### config.mk
export PLATFORM = sky130hd
export DESIGN_NAME = mvm_sequencer
export DESIGN_NICKNAME = d
export VERILOG_FILES = /design/src/rtl/mvm_sequencer.sv
export SDC_FILE = /design/constraint.sdc
export NUM_CORES = 1
export LEC_CHECK = 0
export CAP_MARGIN = 20
export CORE_MARGIN = 5
export CORE_UTILIZATION = 25
export CTS_CLUSTER_DIAMETER = 120
export DETAILED_ROUTE_END_ITERATION = 8
export SLEW_MARGIN = 15
export SYNTH_ARGS = -nofsm -noshare
export SYNTH_HDL_FRONTEND = slang
export SYNTH_SLANG_ARGS = --single-unit
### constraint.sdc
create_clock -name clk -period 2.4 [get_ports clk]
set_input_delay 0.48 -clock clk [delete_from_list [all_inputs] [get_ports clk]]
set_output_delay 0.48 -clock clk [all_outputs]
set_load 0.1 [all_outputs]
### src/rtl/mvm_sequencer.sv
// Run sequencer for the matrix-vector multiply engine: row fetch, byte unpack into FIFOs, MAC drive.
// Optional MVM_PERF_CNT_EN adds a busy-cycle counter on cycle_count.
//
// state    | meaning
// IDLE     | waiting for start after reset
// CLEAR    | one-cycle MAC accumulator clear, row counter reset
// REQ      | memory read request for current row, held through waitrequest
// WAIT     | waiting for readdatavalid of the accepted row
// UNPACK   | DEPTH cycles pushing row bytes LSB first into FIFO[row]
// EXEC     | DEPTH cycles of common FIFO pop
// DRAIN    | covers the final registered mac_en
// DONE     | done held until the next start
module mvm_sequencer #(
  parameter int                    DATA_WIDTH = 8,
  parameter int                    NUM_MAC    = 8,
  parameter int                    DEPTH      = 8,
  parameter int                    ADDR_WIDTH = 32,
  parameter logic [ADDR_WIDTH-1:0] BASE_ADDR  = '0
) (
  input  logic                        clk,
  input  logic                        rst_n,
  input  logic                        start,
  output logic [ADDR_WIDTH-1:0]       mem_address,
  output logic                        mem_read,
  input  logic                        mem_waitrequest,
  input  logic [DATA_WIDTH*DEPTH-1:0] mem_readdata,
  input  logic                        mem_readdatavalid,
  output logic [NUM_MAC:0]            fifo_wr_en,
  output logic [DATA_WIDTH-1:0]       fifo_wdata,
  output logic                        fifo_rd_en,
  output logic                        mac_en,
  output logic                        mac_clr,
  output logic                        busy,
  output logic                        done
`ifdef MVM_PERF_CNT_EN
  ,
  output logic [31:0]                 cycle_count
`endif
);

  localparam int ROW_W  = $clog2(NUM_MAC + 1);
  localparam int CNT_W  = (DEPTH > 1) ? $clog2(DEPTH) : 1;
  localparam int WORD_W = DATA_WIDTH * DEPTH;
  localparam logic [NUM_MAC:0] SEL_ONE = 1;

  typedef enum logic [2:0] {
    S_IDLE, S_CLEAR, S_REQ, S_WAIT, S_UNPACK, S_EXEC, S_DRAIN, S_DONE
  } state_t;

  state_t                 state, state_d;
  logic [ROW_W-1:0]       row, row_d;
  logic [CNT_W-1:0]       cnt, cnt_d;
  logic [WORD_W-1:0]      word_q, word_d;
  logic [DATA_WIDTH-1:0]  wdata_d;
  logic [ADDR_WIDTH-1:0]  mem_address_d;
  logic                   mem_read_d;
  logic [NUM_MAC:0]       fifo_wr_en_d;
  logic                   fifo_rd_en_d;
  logic                   mac_clr_d;
  logic                   busy_d;
  logic                   done_d;

  always_comb begin
    state_d = state;
    row_d   = row;
    cnt_d   = cnt;
    word_d  = word_q;
    wdata_d = '0;
    case (state)
      S_IDLE: begin
        if (start) state_d = S_CLEAR;
      end
      S_CLEAR: begin
        row_d   = '0;
        state_d = S_REQ;
      end
      S_REQ: begin
        if (!mem_waitrequest) state_d = S_WAIT;
      end
      S_WAIT: begin
        if (mem_readdatavalid) begin
          state_d = S_UNPACK;
          wdata_d = mem_readdata[DATA_WIDTH-1:0];
          word_d  = mem_readdata >> DATA_WIDTH;
          cnt_d   = CNT_W'(DEPTH - 1);
        end
      end
      S_UNPACK: begin
        // cnt counts bytes still to push after the one currently on fifo_wdata
        if (cnt != '0) begin
          cnt_d   = cnt - 1'b1;
          wdata_d = word_q[DATA_WIDTH-1:0];
          word_d  = word_q >> DATA_WIDTH;
        end else if (row == ROW_W'(NUM_MAC)) begin
          state_d = S_EXEC;
          cnt_d   = CNT_W'(DEPTH - 1);
        end else begin
          row_d   = row + 1'b1;
          state_d = S_REQ;
        end
      end
      S_EXEC: begin
        if (cnt != '0) cnt_d = cnt - 1'b1;
        else           state_d = S_DRAIN;
      end
      S_DRAIN: begin
        state_d = S_DONE;
      end
      S_DONE: begin
        if (start) state_d = S_CLEAR;
      end
      default: state_d = S_IDLE;
    endcase

    // Outputs are decoded from the next state so they leave flops aligned with the state.
    busy_d        = (state_d inside {[S_CLEAR:S_DRAIN]});
    done_d        = (state_d == S_DONE);
    mac_clr_d     = (state_d == S_CLEAR);
    mem_read_d    = (state_d == S_REQ);
    mem_address_d = mem_read_d ? (BASE_ADDR + ADDR_WIDTH'(row_d)) : '0;
    fifo_wr_en_d  = (state_d == S_UNPACK) ? (SEL_ONE << row_d) : '0;
    fifo_rd_en_d  = (state_d == S_EXEC);
  end

  always_ff @(posedge clk or negedge rst_n) begin
    if (!rst_n) begin
      state       <= S_IDLE;
      row         <= '0;
      cnt         <= '0;
      word_q      <= '0;
      mem_address <= '0;
      mem_read    <= 1'b0;
      fifo_wr_en  <= '0;
      fifo_wdata  <= '0;
      fifo_rd_en  <= 1'b0;
      mac_en      <= 1'b0;
      mac_clr     <= 1'b0;
      busy        <= 1'b0;
      done        <= 1'b0;
    end else begin
      state       <= state_d;
      row         <= row_d;
      cnt         <= cnt_d;
      word_q      <= word_d;
      mem_address <= mem_address_d;
      mem_read    <= mem_read_d;
      fifo_wr_en  <= fifo_wr_en_d;
      fifo_wdata  <= wdata_d;
      fifo_rd_en  <= fifo_rd_en_d;
      mac_en      <= fifo_rd_en;
      mac_clr     <= mac_clr_d;
      busy        <= busy_d;
      done        <= done_d;
    end
  end

`ifdef MVM_PERF_CNT_EN
  // Entering CLEAR only happens on an accepted start, which restarts the count.
  always_ff @(posedge clk or negedge rst_n) begin
    if (!rst_n)                 cycle_count <= '0;
    else if (state_d == S_CLEAR) cycle_count <= '0;
    else if (busy)              cycle_count <= cycle_count + 32'd1;
  end
`endif

endmodule
==> results_dict.tcl <==
set metrics [dict create \
    status "finished clean" \
    ir_drop_mv 0.489 \
    cp.required_ns 2.62 \
    numCtsBuffers 9 \
    drt-met1-wl_um 4760 \
    dp.cells 734 \
    portBuffers 95 \
    syn_area_per_cell_um2 10.5 \
    num_antenna_cells 0 \
    timing.final.max_slew_violations 0 \
    worst_ep_arrival_time_ns 2.23 \
    cts-root-buf "clkbuf_16" \
    finalCritPeriodShare_pct 83.9 \
    syn_area_um2 4490 \
    worstMarginPinSlew_ns 0.603 \
    clock_skew_ns 0.00953 \
    die_w_um 144 \
    seq_area_frac_synth_pct 51.8 \
    critical_path.endpoint "fifo_wr_en[3]" \
    setup_tns_ns 0 \
    hold_ws_ns 0.192 \
    max_freq_mhz 497 \
    grt_start_max_net_pins 97 \
    grt_usage_pct 10.5 \
    routed.top_layer "met4" \
    hold_viol 0 \
    fillCellCount 1831 \
    post_cts_buffers 0 \
    pin_count 124 \
    grt_pass1_vias 3260 \
    clk_pin_slew_ns 0.06 \
    vias 3247 \
    die_height_um 144 \
    powerDensity_nw_per_um2 1180 \
    grt-ovfl-total 0 \
    area_growth_pct 29.6 \
    hold_class "in2async" \
    place.gp.congestion 0.793 \
    grt_pass1_wl_um 17000 \
    rsz0062_at_grt "no" \
    cts_tree "built" \
    regArea_um2 2330 \
    cp-end-kind "register" \
    period_minus_slack_ns 2.01 \
    dp_hpwl_um 7800 \
    finalSetupViolCount 0 \
    cts.sinks 93 \
    reg2regPathDepth 4 \
    slew_headroom_pct 59.8 \
    start_util_pct 25.2 \
    firstDrtPassIters 4 \
    path_max_fanout 18 \
    dr_wl_met3_um 779 \
    clk_latency_ns 0.35 \
    ff2ff_setup_slack_ns 0.39 \
    synthCells 429 \
    clk_path_buf_depth 2 \
    core_area_um2 17800 \
    antenna_left 0 \
    crit_start "state[1]" \
    grt_antenna_before_repair 0 \
    met2_length_um 5080 \
    ys_ff_latch 93 \
    multi_input_comb_area_um2 1860 \
    cts_resized 0 \
    routed_wl_um 10700 \
    vias_per_cell 4.33 \
    critPathKind "reg2reg" \
    drt_iter0_drc 125 \
    htreeDepth 3 \
    routedWlPerCell_um 14.3 \
    cts_hold_buf 0 \
    cap_violations 0 \
    power_leakage_uw 0.00252 \
    r2r_start "state[1]" \
    reg2reg_to "fifo_wr_en[3]" \
    rows 49 \
    cp-start-kind "register" \
    drc 0 \
    yosys.cell_types.count 49 \
    die_area_um2 20700 \
    layout-drive-gt1-share_pct 13.8 \
    fin_cells 750 \
    num-nets-final 589 \
    ys_warn_count 0 \
]
-- layout make-up --
cell class / instances / share of cell area (%)
multi-input cells: 295 / 32.0
clock inverters: 4 / 0.516
clock buffers: 12 / 4.58
flip-flops and latches: 93 / 40.0
inverters: 11 / 0.753
well taps: 229 / 4.93
repair buffers: 106 / 17.2
-- cells by family after synthesis --
logic type	share of synthesized area (%)
other	0.0835
flip-flops	51.8
AND/OR/NAND/NOR	14.7
adder cells (fa/ha/maj)	1.11
AO/OA/AOI/OAI	12.3
multiplexers	10.7
buffers and inverters	9.25
-- state kept, by name, summed over array words and instances, names as in the netlist --
signal       count
mac_clr          1
fifo_wdata       8
row              4
fifo_rd_en       1
word_q          56
busy             1
cnt              3
state            3
done             1
mac_en           1
mem_address      4
mem_read         1
fifo_wr_en       9
-- how the worst min path moves through the flow --
| stage | endpoint | slack (ns) |
|---|---|---|
| 2_1_floorplan | busy | 0.18 |
| 3_3_place_gp | mac_en | 0.36 |
| 3_5_place_dp | mac_en | 0.36 |
| 4_1_cts | fifo_wdata[1] | 0.21 |
| 5_1_grt | fifo_wdata[1] | 0.23 |
| 6_report | done | 0.19 |
-- synth_stat cells (all sizes together) --
cell type | n | area (um2)
nand2 | 70 | 263
nor4 | 14 | 128
nand3b | 1 | 7.51
o21a | 1 | 7.51
ha | 4 | 50.1
a32oi | 1 | 8.76
or2 | 1 | 6.26
nand4bb | 1 | 11.3
and3b | 1 | 8.76
inv | 11 | 43.8
buf | 51 | 349
a31oi | 1 | 6.26
nand4b | 1 | 8.76
mux2i | 48 | 480
and3 | 5 | 31.3
nand3 | 4 | 20.0
and4b | 1 | 10.0
nand2b | 3 | 18.8
clkbuf | 6 | 22.5
dfrtp | 93 | 2330
a21oi | 6 | 37.5
o211ai | 4 | 30.0
a22o | 8 | 70.1
nor2b | 6 | 37.5
or3 | 3 | 23.8
nor3b | 1 | 12.5
nand4 | 4 | 31.3
nor2 | 5 | 18.8
and2 | 2 | 15.0
o2bb2ai | 1 | 27.5
a211o | 1 | 8.76
a21o | 2 | 15.0
a31o | 1 | 8.76
o21ai | 62 | 310
conb | 1 | 3.75
a21boi | 1 | 7.51
o31ai | 1 | 12.5
nor3 | 2 | 10.0
-- stage by stage --
stage	util [%]	area, um2	worst slack [ns]	total power (uW)
final	32.6	5820	0.387	6850
after global routing	32.6	5820	0.230	7350
after CTS	32.6	5820	0.386	6980
after detailed placement	30.9	5520	0.180	5540
after global placement	30.9	5520	0.303	5440
after floorplan	-	4590	0.630	4840
-- power by group --
part / switching [uW] / leakage, uW / internal (uW) / total, uW
Clock: 607 / 0.000145 / 791 / 1400
Combinational: 1990 / 0.00119 / 951 / 2940
Sequential: 366 / 0.00119 / 2150 / 2520
Total: 2960 / 0.00252 / 3890 / 6850
-- critical path: stages, from the launching register on --
cell     delay, ns
dfrtp_1       0.73
and4b_1       0.43
a21o_1        0.17
nand4_2       0.26
nor4_1        0.30
-- layer usage --
| metal | global-route usage (%) | vias to the layer above |
|---|---|---|
| met5 | 0 | - |
| met4 | 3.37 | 0 |
| met3 | 3.47 | 7 |
| met2 | 16.2 | 85 |
| met1 | 13.8 | 1551 |
| li1 | - | 1604 |
-- layout by cell type (no fill, tap or decap), types with 3 or more instances in the layout --
cell | Yosys | routed
a21oi_1 | 4 | 4
a22o_1 | 8 | 8
and3_1 | 5 | 5
buf_12 | 0 | 3
buf_4 | 35 | 36
clkbuf_16 | 0 | 9
clkbuf_8 | 0 | 3
clkdlybuf4s50_1 | 0 | 67
conb_1 | 1 | 28
dfrtp_1 | 93 | 93
ha_1 | 4 | 4
inv_1 | 8 | 8
mux2i_1 | 48 | 48
nand2_1 | 70 | 70
nand2b_1 | 3 | 3
nand3_1 | 4 | 4
nand4_1 | 3 | 3
nor2_1 | 5 | 5
nor2b_1 | 6 | 6
nor4_1 | 9 | 9
nor4_2 | 4 | 4
o211ai_1 | 4 | 4
o21ai_0 | 33 | 33
o21ai_1 | 29 | 29
Note: power is estimated with default switching activity, not from simulation.
